### config.mk
export PLATFORM = sky130hd
export DESIGN_NAME = icache_line_fill
export DESIGN_NICKNAME = d
export VERILOG_FILES = /design/src/rtl/icache_pkg.sv /design/src/rtl/fill_timeout_ctr.sv /design/src/rtl/icache_line_fill.sv
export SDC_FILE = /design/constraint.sdc
export NUM_CORES = 1
export LEC_CHECK = 0
export BUFFER_PORTS_ARGS = -buffer_cell sky130_fd_sc_hd__buf_2
export CAP_MARGIN = 10
export CORE_MARGIN = 10
export CORE_UTILIZATION = 44
export CTS_CLUSTER_SIZE = 24
export DETAILED_ROUTE_END_ITERATION = 8
export PLACE_DENSITY = 0.7
export SYNTH_ARGS = -nofsm -noshare
export SYNTH_HDL_FRONTEND = slang
export SYNTH_SLANG_ARGS = --single-unit
### constraint.sdc
create_clock -name clk -period 6.6 [get_ports clk]
set_input_delay 0.66 -clock clk [delete_from_list [all_inputs] [get_ports clk]]
set_output_delay 0.66 -clock clk [all_outputs]
set_load 0.05 [all_outputs]
### src/rtl/icache_pkg.sv
// Shared definitions for the instruction-cache line fill engine.
// Holds the fill FSM state encoding and the line/word geometry that the
// fill engine and its helpers agree on.
package icache_pkg;

  localparam int WORD_W         = 32;   // instruction memory bus width
  localparam int LINE_W         = 128;  // cache line width, four bus words
  localparam int WORDS_PER_LINE = 4;
  localparam int LINE_OFF_W     = 4;    // byte offset bits inside a line
  localparam int WORD_OFF_W     = 2;    // byte offset bits inside a word
  localparam int BEAT_W         = $clog2(WORDS_PER_LINE);

  typedef enum logic [1:0] {
    FILL_IDLE,
    FILL_BURST,
    FILL_DONE,
    FILL_ERR
  } fill_state_e;

endpackage

### src/rtl/fill_timeout_ctr.sv
// Per-beat timeout counter for the line fill engine.
// Loads TIMEOUT-1 when a beat starts (or is acknowledged) and counts down on
// every enabled cycle; expired is high while enabled with the count at zero,
// i.e. in the last cycle a beat may still be acknowledged.
// Ports:
//   clk, rst  - clock and synchronous active-low reset
//   load      - restart the count for a new beat
//   en        - count this cycle (engine is waiting on the bus)
//   expired   - wait budget for the current beat is used up
module fill_timeout_ctr #(
  parameter int TIMEOUT = 64
) (
  input  logic clk,
  input  logic rst,
  input  logic load,
  input  logic en,
  output logic expired
);

  localparam int CNT_W = (TIMEOUT > 2) ? $clog2(TIMEOUT) : 1;
  localparam logic [CNT_W-1:0] LOAD_VAL = CNT_W'(TIMEOUT - 1);

  logic [CNT_W-1:0] cnt_q;

  // NOTE: clocked state is written with non-blocking assignments so every
  // flop samples its inputs from the same pre-edge values.
  always_ff @(posedge clk) begin
    if (!rst) begin
      cnt_q <= '0;
    end else if (load) begin
      cnt_q <= LOAD_VAL;
    end else if (en && (cnt_q != '0)) begin
      cnt_q <= cnt_q - 1'b1;
    end
  end

  assign expired = en && (cnt_q == '0);

endmodule

### src/rtl/icache_line_fill.sv
// Memory-side line fill engine below the instruction cache.
// A line request is split into four sequential single-word reads on the
// instruction memory bus; the words are assembled into one line that is
// returned with a one-cycle mem_ready pulse. A bus error or a beat that is
// never acknowledged ends the fill with a one-cycle fill_err pulse instead.
// Ports:
//   clk, rst              - clock, synchronous active-low reset
//   mem_r, mem_addr       - line request from the cache (addr[3:0] ignored)
//   mem_data, mem_ready   - assembled line and its valid pulse
//   fill_err              - fill failed (bus error or timeout)
//   bus_req, bus_addr     - word read request to instruction memory
//   bus_ack, bus_rdata    - request accepted, read data valid
//   bus_err               - the acknowledged beat failed
module icache_line_fill #(
  parameter int ADDR_W  = 32,
  parameter int WORD_W  = 32,
  parameter int LINE_W  = 128,
  parameter int TIMEOUT = 64
) (
  input  logic              clk,
  input  logic              rst,
  input  logic              mem_r,
  input  logic [ADDR_W-1:0] mem_addr,
  output logic [LINE_W-1:0] mem_data,
  output logic              mem_ready,
  output logic              fill_err,
  output logic              bus_req,
  output logic [ADDR_W-1:0] bus_addr,
  input  logic              bus_ack,
  input  logic [WORD_W-1:0] bus_rdata,
  input  logic              bus_err
);

  import icache_pkg::*;

  fill_state_e state_q, state_d;

  logic [BEAT_W-1:0]        beat_q;
  logic                     abort_q;
  logic                     bus_req_q;
  logic [ADDR_W-1:0]        bus_addr_q;
  logic                     mem_ready_q;
  logic                     fill_err_q;
  logic [LINE_W-1:0]        mem_data_q;
  logic [LINE_W-WORD_W-1:0] shadow_q;   // words 0..2 of the line in flight

  logic ack_ok;
  logic last_beat;
  logic aborting;
  logic tmo_load;
  logic tmo_en;
  logic tmo_expired;

  // The line offset of the request address carries no information.
  logic unused_addr_bits;
  assign unused_addr_bits = &{1'b0, mem_addr[LINE_OFF_W-1:0]};

  assign ack_ok    = bus_ack && !bus_err;
  assign last_beat = (beat_q == BEAT_W'(WORDS_PER_LINE - 1));
  // The cache may drop mem_r at any point of the burst; remember it so the
  // burst ends quietly once the outstanding beat has been acknowledged.
  assign aborting  = abort_q || !mem_r;

  assign tmo_load = ((state_q == FILL_IDLE) && mem_r) ||
                    ((state_q == FILL_BURST) && bus_ack);
  assign tmo_en   = (state_q == FILL_BURST);

  fill_timeout_ctr #(
    .TIMEOUT (TIMEOUT)
  ) u_timeout (
    .clk     (clk),
    .rst     (rst),
    .load    (tmo_load),
    .en      (tmo_en),
    .expired (tmo_expired)
  );

  // NOTE: state_d gets a default before the case so that no path through
  // this block leaves it unassigned, which would otherwise infer a latch.
  always_comb begin
    state_d = state_q;
    unique case (state_q)
      FILL_IDLE: begin
        if (mem_r) state_d = FILL_BURST;
      end
      FILL_BURST: begin
        if (bus_ack) begin
          if (aborting)       state_d = FILL_IDLE;
          else if (bus_err)   state_d = FILL_ERR;
          else if (last_beat) state_d = FILL_DONE;
        end else if (tmo_expired) begin
          state_d = aborting ? FILL_IDLE : FILL_ERR;
        end
      end
      FILL_DONE: state_d = FILL_IDLE;
      FILL_ERR:  state_d = FILL_IDLE;
      default:   state_d = FILL_IDLE;
    endcase
  end

  always_ff @(posedge clk) begin
    if (!rst) begin
      state_q     <= FILL_IDLE;
      beat_q      <= '0;
      abort_q     <= 1'b0;
      bus_req_q   <= 1'b0;
      bus_addr_q  <= '0;
      mem_ready_q <= 1'b0;
      fill_err_q  <= 1'b0;
      mem_data_q  <= '0;
    end else begin
      state_q     <= state_d;
      // Outputs follow the next state so they are clean flop outputs.
      bus_req_q   <= (state_d == FILL_BURST);
      mem_ready_q <= (state_d == FILL_DONE);
      fill_err_q  <= (state_d == FILL_ERR);
      abort_q     <= (state_q == FILL_BURST) && (state_d == FILL_BURST) &&
                     aborting;

      if ((state_q == FILL_IDLE) && mem_r) begin
        bus_addr_q <= {mem_addr[ADDR_W-1:LINE_OFF_W], LINE_OFF_W'(0)};
        beat_q     <= '0;
      end else if ((state_q == FILL_BURST) && ack_ok && !last_beat) begin
        beat_q <= beat_q + 1'b1;
        // Only the word-select bits move, so the burst never carries into
        // the tag bits above the line.
        bus_addr_q[LINE_OFF_W-1:WORD_OFF_W] <= beat_q + 1'b1;
      end

      // The visible line only changes when all four beats succeeded.
      if (state_d == FILL_DONE) begin
        mem_data_q <= {bus_rdata, shadow_q};
      end
    end
  end

  // NOTE: the shadow is pure datapath storage that is always written before
  // it is read, so it carries no reset.
  always_ff @(posedge clk) begin
    if ((state_q == FILL_BURST) && ack_ok && !last_beat) begin
      shadow_q[beat_q*WORD_W +: WORD_W] <= bus_rdata;
    end
  end

  assign bus_req   = bus_req_q;
  assign bus_addr  = bus_addr_q;
  assign mem_ready = mem_ready_q;
  assign fill_err  = fill_err_q;
  assign mem_data  = mem_data_q;

endmodule

==> run summary <==
Run status
- **outcome** finished, final reports clean

Detailed routing
- **detailed-routing iteration count for the pre-antenna-repair pass** 4
- **antenna viol nets, final** 0
- **Routed WL per cell** 16.8 µm
- **DRT Wirelength** 24700 µm
- **initial DRC count** 515
- **# DRC** 0
- **post-DR vias/cell** 4.88
- **count of vias placed by the detailed router** 7172

CTS
- **worst skew pair latency** 0.53 ns
- **Root Buffer Master** clkbuf_16
- **Clk pin slew, worst setup/hold paths** 0.06 ns
- **post-CTS sizing** 0
- **Clock Sink Count** 266
- **hold buffer count at cts** 0
- **clock tree from TritonCTS** done
- **number of buffers created by CTS** 28
- **deepest clock path buffer count** 3
- **CTS H-Tree Depth** 1
- **# Post-CTS Setup Buffers** 0

Finish
- **fin nets** 1243
- **post-route non-filler standard cell count** 1469
- **antenna diode instance count** 0
- **filler cell count in the final layout** 2020
- **total non-filler cell area in the finished layout** 11900 µm²
- **synth-to-layout area growth** 22.5%
- **layout cells sized above 1** 24.6%
- **Multi-input gate area** 3070 µm²
- **combined flip-flop and latch cell area** 6290 µm²

Critical path
- **reg-to-reg endpoint** mem_data[83]
- **CP arrival** 3.35 ns
- **number of cells on the worst reg-to-reg path** 6
- **worst r2r src** state_q[0]
- **kind of critical path** flop to flop
- **setup slack of the worst register-to-register path** 3.62 ns
- **Critical Path End Type** flop
- **most numerous cell on the critical path** buf_4
- **Buf+Inv Stages, Crit Path** 2
- **startpoint kind of the worst setup timing path** flop
- **crit path max-delay cell type** nand4_1
- **cells along the critical path** nor2b_1, nand4_1, buf_4, buf_4, nand2_1, a21oi_1
- **CP max FO** 91
- **Crit path required time** 6.96 ns
- **crit-path leading delay family** simple AND/OR/NAND/NOR gates
- **crit-path max cell delay** 0.62 ns

Synthesis
- **biggest area contributors in the synthesized netlist** dfxtp_1 35%, edfxtp_1 30%, nand2_1 12%
- **synthesis warning total** 0
- **Yosys cell types** 38
- **count of flip-flops with a built-in enable after synthesis** 96
- **post-synth top area share** 35.0%
- **sequential-to-total area share from yosys stat** 64.7%
- **#FFs+latches synth** 266
- **cell type with the largest total area after synthesis** dfxtp_1
- **post-synthesis area per instance** 10.1 µm²
- **share of flip-flops with an asynchronous set or reset** 0%
- **number of instances in the synthesized netlist** 967
- **Most used DFF post-synth** dfxtp_1
- **post-synthesis instance area** 9720 µm²
- **most frequent cells after synthesis** 317 x nand2_1, 170 x dfxtp_1, 166 x a21oi_1
- **most repeated cell in the gate-level netlist after synthesis** nand2_1

Global routing
- **gr ovfl total** 0
- **antenna violations before repair** 0
- **largest net degree at the start of global routing** 92
- **vias in the first global route** 7106
- **all-layer global routing usage** 16.5%
- **wire length of the first global-routing pass** 38800 µm

Floorplan
- **Chip Width** 169 µm
- **CORE AREA** 21800 µm²
- **DIE AREA** 28400 µm²
- **vertical die dimension** 169 µm
- **IO Count** 232
- **number of placement rows** 54
- **starting utilization of the core area** 44.7%

Placed design
- **placed cell area** 10900 µm²
- **pre-CTS setup slack** 3.49 ns
- **estimated wirelength of the detail-placed design** 15800 µm
- **number of port buffers** 225
- **Final Wtd Congestion** 0.734
- **Inst Count DP** 1416

STA
- **relative slew slack** 28.4%
- **final setup violating endpoints** 0
- **unrepaired setup endpoints after global routing** no
- **clock skew** 0.00955 ns
- **transition at the pin with the smallest max-transition slack** 1.07 ns
- **total negative setup slack** 0 ns
- **hold violation count in the final report** 0
- **final worst path period need** 2.98 ns
- **final-report max-slew violation count** 0
- **worst-case setup margin in the final layout** 3.62 ns
- **final clock period utilization by the worst path** 45.2%
- **max frequency** 0.335 GHz

Power
- **Leak** 4.77 nW
- **final total power** 3.55 mW
- **total power density per cell area** 298 nW/µm²
- **Peak supply drop** 0.219 mV

Run
- **total of max-cap violations** 0

Worst hold path
- **min-delay src** mem_addr[31]
- **Hold EP** bus_addr[31]
- **worst min path class** input pin to flop
- **number of cells on the worst hold path** 3

==> power by group <==
part	switching, mW	internal (mW)
Combinational	0.127	0.0526
Clock	0.624	1.01
Sequential	0.0121	1.72
Total	0.763	2.78
==> routing by layer <==
layer	routed length [µm]	global-route usage, %	up-vias
li1	-	-	3573
met1	10700	20.5	3412
met2	12000	27.7	166
met3	1720	4.72	21
met4	310	3.63	0
met5	0	0	-
==> stage by stage <==
| stage | util [%] | hold WS, ns |
|---|---|---|
| 5_1_grt | 54.8 | 0.350 |
| 6_report | 54.8 | 0.366 |
| 3_5_place_dp | 50.1 | 0.443 |
| 3_3_place_gp | 50.1 | 0.439 |
| 2_1_floorplan | - | 0.471 |
| 4_1_cts | 54.7 | 0.341 |
==> kinds of logic after synthesis <==
| logic type | count (synthesis) | synth area share [%] |
|---|---|---|
| multiplexers | 2 | 0.219 |
| buffers and inverters | 70 | 4.05 |
| adder cells (fa/ha/maj) | 7 | 0.901 |
| other | 1 | 0.0386 |
| XOR/XNOR | 3 | 0.270 |
| AND/OR/NAND/NOR | 442 | 20.5 |
| flip-flops | 266 | 64.7 |
| AO/OA/AOI/OAI | 176 | 9.34 |
==> state kept, by name, summed over array words and instances, names as in the netlist <==
name and flops:
u_timeout.cnt_q 6, state_q 2, bus_req 1, shadow_q 96, mem_ready 1, mem_data 128, bus_addr 30, abort_q 1
fill_err 1
==> layout by cell type, fill, tap and decap left out, drive strengths merged, types with 3 or more instances in the layout <==
cell type / count
nand2: 317
buf: 233
dfxtp: 170
a21oi: 166
and2: 98
edfxtp: 96
clkbuf: 49
ha: 7
inv: 6
nor3b: 4
nor2b: 4
nor2: 4
and3: 3
xnor2: 3
==> cell type report <==
class                           instances  area share, %
Tap cell                              280           2.94
Sequential cell                       266           52.8
Clock inverter                          3          0.336
Inverter                                6          0.210
Clock buffer                           49           8.01
Multi-Input combinational cell        632           25.8
Timing Repair Buffer                  233           9.99
==> how the worst max path moves through the flow <==
| stage | cells after the start | to | slack [ns] | startpoint |
|---|---|---|---|---|
| 4_1_cts | 6 | mem_data[85] | 3.55 | state_q[0] |
| 5_1_grt | 6 | mem_data[85] | 3.34 | state_q[0] |
| 3_5_place_dp | 7 | mem_data[89] | 3.49 | mem_r |
| 6_report | 6 | mem_data[83] | 3.62 | state_q[0] |
| 3_3_place_gp | 7 | mem_data[14] | 3.54 | mem_r |
| 2_1_floorplan | 3 | shadow_q[0] | 4.16 | bus_addr[2] |
==> tightest hold or removal path: cells and delay by family <==
kind	cells	cell delay (ns)
simple gates	1	0.04
buf+inv	1	0.09
compound gates	1	0.05
Power figures use the tool's default switching activity.
